**src/rtl/alu_mul_seq_pkg.sv**
```systemverilog
// Shared definitions for the sequential ALU / multiplier: opcodes, FSM states,
// datapath width and multiply iteration count.
package alu_mul_seq_pkg;

    localparam int WIDTH      = 32;
    localparam int MUL_CYCLES = 32;
    localparam int COUNT_W    = $clog2(MUL_CYCLES);

    // ALU opcodes; values are part of the external command encoding.
    typedef enum logic [2:0] {
        ALU_ADD  = 3'd0,
        ALU_SUB  = 3'd1,
        ALU_XOR  = 3'd2,
        ALU_SLT  = 3'd3,
        ALU_AND  = 3'd4,
        ALU_NAND = 3'd5,
        ALU_NOR  = 3'd6,
        ALU_OR   = 3'd7
    } alu_cmd_t;

    typedef enum logic [1:0] {
        ST_IDLE = 2'd0,
        ST_EXEC = 2'd1,
        ST_MUL  = 2'd2,
        ST_DONE = 2'd3
    } state_t;

endpackage

```
**src/rtl/alu_mul_seq_alu.sv**
```systemverilog
// Combinational 32-bit ALU shared by single operations and the multiply loop.
module alu_mul_seq_alu
    import alu_mul_seq_pkg::*;
(
    input  alu_cmd_t          command,
    input  logic [WIDTH-1:0]  a,
    input  logic [WIDTH-1:0]  b,
    output logic [WIDTH-1:0]  y
);

    // Opcode decode; SLT is an unsigned compare, zero-extended.
    always_comb begin
        // NOTE: default assigned first so no path leaves y unassigned (no latch).
        y = '0;
        case (command)
            ALU_ADD:  y = a + b;
            ALU_SUB:  y = a - b;
            ALU_XOR:  y = a ^ b;
            ALU_SLT:  y = {{(WIDTH-1){1'b0}}, (a < b)};
            ALU_AND:  y = a & b;
            ALU_NAND: y = ~(a & b);
            ALU_NOR:  y = ~(a | b);
            ALU_OR:   y = a | b;
            default:  y = '0;
        endcase
    end

endmodule

```
**src/rtl/alu_mul_seq.sv**
```systemverilog
// Sequential ALU front end: one-cycle single operations or a 32-cycle
// shift-and-add multiply, both using the single shared ALU instance.
module alu_mul_seq
    import alu_mul_seq_pkg::*;
(
    input  logic              clk,
    input  logic              reset,
    input  logic              start,
    input  logic              mul,
    input  logic [2:0]        command,
    input  logic [WIDTH-1:0]  operandA,
    input  logic [WIDTH-1:0]  operandB,
    output logic              busy,
    output logic              done,
    output logic [WIDTH-1:0]  result,
    output logic              zero
);

    localparam logic [COUNT_W-1:0] LAST_COUNT = COUNT_W'(MUL_CYCLES - 1);

    state_t             state, state_next;
    alu_cmd_t           cmd_q;
    logic [WIDTH-1:0]   acc, mcand, mplier;
    logic [COUNT_W-1:0] count;

    alu_cmd_t           alu_cmd;
    logic [WIDTH-1:0]   alu_a, alu_b, alu_y, acc_next;
    logic               accept, last_iter;

    assign accept    = start && (state == ST_IDLE);
    assign last_iter = (count == LAST_COUNT);
    assign busy      = (state != ST_IDLE);
    assign done      = (state == ST_DONE);

    // For single ops the latched operands sit in mcand/mplier; during MUL the
    // ALU adds the shifted multiplicand to the accumulator.
    always_comb begin
        alu_cmd = ALU_ADD;
        alu_a   = mcand;
        alu_b   = mplier;
        if (state == ST_EXEC) begin
            alu_cmd = cmd_q;
        end else if (state == ST_MUL) begin
            alu_a = acc;
            alu_b = mcand;
        end
    end

    assign acc_next = mplier[0] ? alu_y : acc;

    alu_mul_seq_alu u_alu (
        .command (alu_cmd),
        .a       (alu_a),
        .b       (alu_b),
        .y       (alu_y)
    );

    // FSM state register; reset wins over any in-flight operation.
    always_ff @(posedge clk) begin
        // NOTE: sequential state uses non-blocking assignments only.
        if (reset) state <= ST_IDLE;
        else       state <= state_next;
    end

    // FSM next-state logic.
    always_comb begin
        state_next = state;
        case (state)
            ST_IDLE: if (accept) state_next = mul ? ST_MUL : ST_EXEC;
            ST_EXEC: state_next = ST_DONE;
            ST_MUL:  if (last_iter) state_next = ST_DONE;
            ST_DONE: state_next = ST_IDLE;
            default: state_next = ST_IDLE;
        endcase
    end

    // Operand latching, multiply shift registers, and registered result/zero.
    always_ff @(posedge clk) begin
        if (reset) begin
            cmd_q  <= ALU_ADD;
            acc    <= '0;
            mcand  <= '0;
            mplier <= '0;
            count  <= '0;
            result <= '0;
            zero   <= 1'b1;
        end else begin
            case (state)
                ST_IDLE: begin
                    if (accept) begin
                        cmd_q  <= alu_cmd_t'(command);
                        acc    <= '0;
                        mcand  <= operandA;
                        mplier <= operandB;
                        count  <= '0;
                    end
                end
                ST_EXEC: begin
                    result <= alu_y;
                    zero   <= (alu_y == '0);
                end
                ST_MUL: begin
                    acc    <= acc_next;
                    mcand  <= mcand << 1;
                    mplier <= mplier >> 1;
                    count  <= count + 1'b1;
                    if (last_iter) begin
                        result <= acc_next;
                        zero   <= (acc_next == '0);
                    end
                end
                default: ;
            endcase
        end
    end

endmodule

```
**config.mk**
```make
export PLATFORM = sky130hd
export DESIGN_NAME = alu_mul_seq
export DESIGN_NICKNAME = d
export VERILOG_FILES = /design/src/rtl/alu_mul_seq_pkg.sv /design/src/rtl/alu_mul_seq_alu.sv /design/src/rtl/alu_mul_seq.sv
export SDC_FILE = /design/constraint.sdc
export NUM_CORES = 1
export LEC_CHECK = 0
export CAP_MARGIN = 15
export CORE_ASPECT_RATIO = 0.9
export CORE_UTILIZATION = 55
export DETAILED_ROUTE_END_ITERATION = 8
export GPL_TIMING_DRIVEN = 1
export PLACE_DENSITY = 0.86
export REMOVE_ABC_BUFFERS = 1
export SYNTH_ARGS = -nofsm -noshare
export SYNTH_HDL_FRONTEND = slang
export SYNTH_SLANG_ARGS = --single-unit
export TNS_END_PERCENT = 50
```
**constraint.sdc**
```tcl
create_clock -name clk -period 12.4 [get_ports clk]
set_input_delay 1.86 -clock clk [delete_from_list [all_inputs] [get_ports clk]]
set_output_delay 1.86 -clock clk [all_outputs]
set_load 0.005 [all_outputs]
```
==> impl_metrics.toml <==
[outcome]
run_status = "complete, no violations"

[timing]
slew_violations = 0
fmaxAchievable_mhz = 155
timing_worst_slew_pin_value_ps = 1250
timing.final.setup_violations = 0
final.setup.tns_ps = 0
min_cycle_time_layout_ps = 6470
final_hold_vios = 0
finalCritPeriodShare_pct = 52.2
final.setup.worst_slack_ps = 5930
rsz_0062_raised_after_global_routing = "false"
finalClockSkew_ps = 18.2
slew_limit_headroom_pct = 16.8

[yosys]
netlist_top_cells_area = "sky130_fd_sc_hd__dfxtp_1 (21%), sky130_fd_sc_hd__ha_1 (9.8%), sky130_fd_sc_hd__mux2i_1 (8.6%)"
yosysSeqAreaShare_pct = 21.2
ys_async_sr_fraction_pct = 0
synth.distinct_cells = 85
synth-main-ff-cell = "sky130_fd_sc_hd__dfxtp_1"
ys_ff_latch = 139
synth-edff-count = 0
netlist_instances = 1748
synth_top_area_cell = "sky130_fd_sc_hd__dfxtp_1"
syn-cell-area_sq_um = 13100
yosysWarningCount = 0
postSynthAreaPerCell_sq_um = 7.50
synth_largest_type_area_fraction_pct = 21.2

[setup_path]
crit_required_ps = 12780
worst_path_class_setup = "flip-flop to flip-flop"
largest_driver_fanout_on_the_critical_path = 17
crit_arrival_ps = 6850
cpPeakStageDelay_ps = 740
timing.critical_path.to_type = "flip-flop"
start_kind = "flip-flop"
crit_path_cell_trace = "inv_1, ha_1, inv_1, nand2_1, buf_4, mux2i_1, inv_1, ha_1, inv_1, a221oi_1, a21oi_1, o211ai_1, mux2i_1, a211oi_1, nand4b_1, nor4_1, a21oi_1, and3b_1, nand4_1, a31oi_1"
path_delay_family = "compound AO/OA/AOI/OAI gates"
timing.critical_path.slowest_stage_cell = "sky130_fd_sc_hd__ha_1"
path_common_cell = "sky130_fd_sc_hd__inv_1"
cp_num_buf_inv = 5

[layout]
final-seq-area_sq_um = 2790
fillers = 2083
final_design_area_no_fill_sq_um = 14800
area.growth.synth_to_final_pct = 13.1
insertedDiodeCount = 0
post_route_cells_drive_above_1_share_pct = 8.05
area_of_the_multi_input_gates_sq_um = 9510
finalNetCount = 1940

[clock_network]
cts_resized = 0
post-cts-setup-buffer-count = 0
number_of_clock_buffers_inserted_by_tritoncts = 17
ctsRootBufferMaster = "sky130_fd_sc_hd__clkbuf_16"
cts_tree = "done"
clock_latency_ps = 460
cts.reportedPaths.clkPinSlew_ps = 70
clock_sinks = 139
htreeDepth = 4
clock_path_buffers = 2
post_cts_hold_buffer_count = 0

[die]
num_io_pins = 106
die_h_microns = 148
floorplan_core_area_sq_um = 23300
fp.dieArea_sq_um = 24500
start_util_pct = 56.2
floorplan.die.width_microns = 165
rows = 53

[global_routing]
grt_start_max_net_pins = 82
number_of_global_route_vias_before_repair = 13164
grt_first_pass_wirelength_microns = 75100
grt_use_total_pct = 40.1
antenna_found_initial = 0
globalRoute.totalOverflow = 0

[power_and_ir_drop]
p_per_area_nw_per_um2 = 295
power_leakage_nw = 5.75
max-vdd-ir-drop_mv = 0.204

[routing]
routed_wl_microns = 49500
drtIter0Drc = 1725
detail_route.drc_violations = 0
drt_pre_antenna_iters = 6
wl_per_cell_microns = 23.8
routed_via_density = 6.78
final_antenna_net_count = 0
via_count = 14088

[placed_design]
placed_area_sq_um = 14200
place.port_buffers = 105
place.gp.congestion = 0.990
dp.final_hpwl_microns = 35300
dp_worst_setup_slack_ps = 6240

[flow_run]
cap_viol_max_count = 0

[hold_path]
holdCritPathClass = "flip-flop to flip-flop"
==> sequential cells by signal (all words and copies together) (netlist names) <==
| signal | count |
|---|---|
| zero | 1 |
| count | 5 |
| state | 2 |
| result | 32 |
| mplier | 32 |
| cmd_q | 3 |
| mcand | 32 |
| acc | 32 |
==> synth_stat cells (18+ instances only) <==
master	number
sky130_fd_sc_hd__a21oi_1	134
sky130_fd_sc_hd__o31ai_1	20
sky130_fd_sc_hd__mux2_2	57
sky130_fd_sc_hd__nor3_1	36
sky130_fd_sc_hd__nor2b_1	18
sky130_fd_sc_hd__a22oi_1	30
sky130_fd_sc_hd__a211oi_1	87
sky130_fd_sc_hd__mux2i_1	112
sky130_fd_sc_hd__dfxtp_1	139
sky130_fd_sc_hd__xnor2_1	25
sky130_fd_sc_hd__ha_1	103
sky130_fd_sc_hd__nor2_1	263
sky130_fd_sc_hd__nand3_1	32
sky130_fd_sc_hd__nand4_1	18
sky130_fd_sc_hd__nor4_1	19
sky130_fd_sc_hd__buf_2	20
sky130_fd_sc_hd__o21ai_0	58
sky130_fd_sc_hd__clkbuf_1	92
sky130_fd_sc_hd__nand2_1	110
sky130_fd_sc_hd__inv_1	97
==> layer usage <==
layer  track usage, %  part of all wire [%]
met3             7.86                    11
met4             15.1                   3.3
met2             61.1                    43
met1             55.4                    43
met5                0                     0
==> cell type report <==
type,instances,area share [%]
flip-flops and latches,139,18.8
multi-input cells,1384,64.1
inverters,98,2.48
clock inverters,15,1.14
repair buffers,124,8.03
clock buffers,17,2.87
well taps,302,2.55
==> cells by family (layout without fill, tap and decap cells) <==
kind of cell	Yosys count	after routing	share of synthesized area, %
multiplexers	170	170	13.6
adder cells (fa/ha/maj)	105	105	10.1
flip-flops	139	139	21.2
XOR/XNOR	28	28	1.87
buffers and inverters	225	254	6.66
AND/OR/NAND/NOR	563	563	19.5
AO/OA/AOI/OAI	518	518	27.0
==> cell usage in the layout (no fill, tap or decap), types with 16 or more instances in the layout <==
cell type	netlist	final
sky130_fd_sc_hd__a211oi_1	87	87
sky130_fd_sc_hd__a21o_1	16	16
sky130_fd_sc_hd__a21oi_1	134	134
sky130_fd_sc_hd__a22oi_1	30	30
sky130_fd_sc_hd__buf_4	1	20
sky130_fd_sc_hd__clkbuf_16	0	17
sky130_fd_sc_hd__clkdlybuf4s50_1	0	104
sky130_fd_sc_hd__dfxtp_1	139	137
sky130_fd_sc_hd__ha_1	103	102
sky130_fd_sc_hd__inv_1	97	97
sky130_fd_sc_hd__mux2_2	57	57
sky130_fd_sc_hd__mux2i_1	112	112
sky130_fd_sc_hd__nand2_1	110	109
sky130_fd_sc_hd__nand2b_1	16	16
sky130_fd_sc_hd__nand3_1	32	32
sky130_fd_sc_hd__nand4_1	18	18
sky130_fd_sc_hd__nor2_1	263	262
sky130_fd_sc_hd__nor2b_1	18	16
sky130_fd_sc_hd__nor3_1	36	36
sky130_fd_sc_hd__nor4_1	19	19
sky130_fd_sc_hd__o21ai_0	58	58
sky130_fd_sc_hd__o31ai_1	20	19
sky130_fd_sc_hd__xnor2_1	25	25
==> worst register-to-register path, cell delays in order (launching register included) <==
cell and delay [ps]:
sky130_fd_sc_hd__dfxtp_1 370, sky130_fd_sc_hd__inv_1 110, sky130_fd_sc_hd__ha_1 740, sky130_fd_sc_hd__inv_1 310, sky130_fd_sc_hd__nand2_1 180, sky130_fd_sc_hd__buf_4 320
sky130_fd_sc_hd__mux2i_1 300, sky130_fd_sc_hd__inv_1 100, sky130_fd_sc_hd__ha_1 450, sky130_fd_sc_hd__inv_1 100, sky130_fd_sc_hd__a221oi_1 740, sky130_fd_sc_hd__a21oi_1 290
sky130_fd_sc_hd__o211ai_1 380, sky130_fd_sc_hd__mux2i_1 130, sky130_fd_sc_hd__a211oi_1 580, sky130_fd_sc_hd__nand4b_1 350, sky130_fd_sc_hd__nor4_1 370, sky130_fd_sc_hd__a21oi_1 120
sky130_fd_sc_hd__and3b_1 220, sky130_fd_sc_hd__nand4_1 90, sky130_fd_sc_hd__a31oi_1 160
==> worst paths after layout <==
check,startpoint,endpoint,slack (ps),depth (start not counted)
worst max-delay path,state[1],zero,5930,20
worst min-delay path,result[14],result[14],460,2
worst max register to register,state[1],zero,5930,20
worst min register to register,result[14],result[14],460,2
==> metrics by stage <==
stage / hold slack (ps) / std cells / utilization [%] / total power [mW]
floorplan: 442 / 1621 / - / 2.81
global placement: 441 / 2047 / 61.0 / 3.64
detailed placement: 448 / 2047 / 61.0 / 3.70
CTS: 457 / 2079 / 63.5 / 4.26
global route: 483 / 2079 / 63.5 / 4.64
finish: 456 / 2079 / 63.5 / 4.37
==> where the power goes <==
group	internal, mW	leakage [nW]	switching (mW)
sequential	0.571	1.14	0.119
clock	0.273	0.293	0.278
combinational	1.10	4.32	2.03
(Power assumes the default switching activity.)
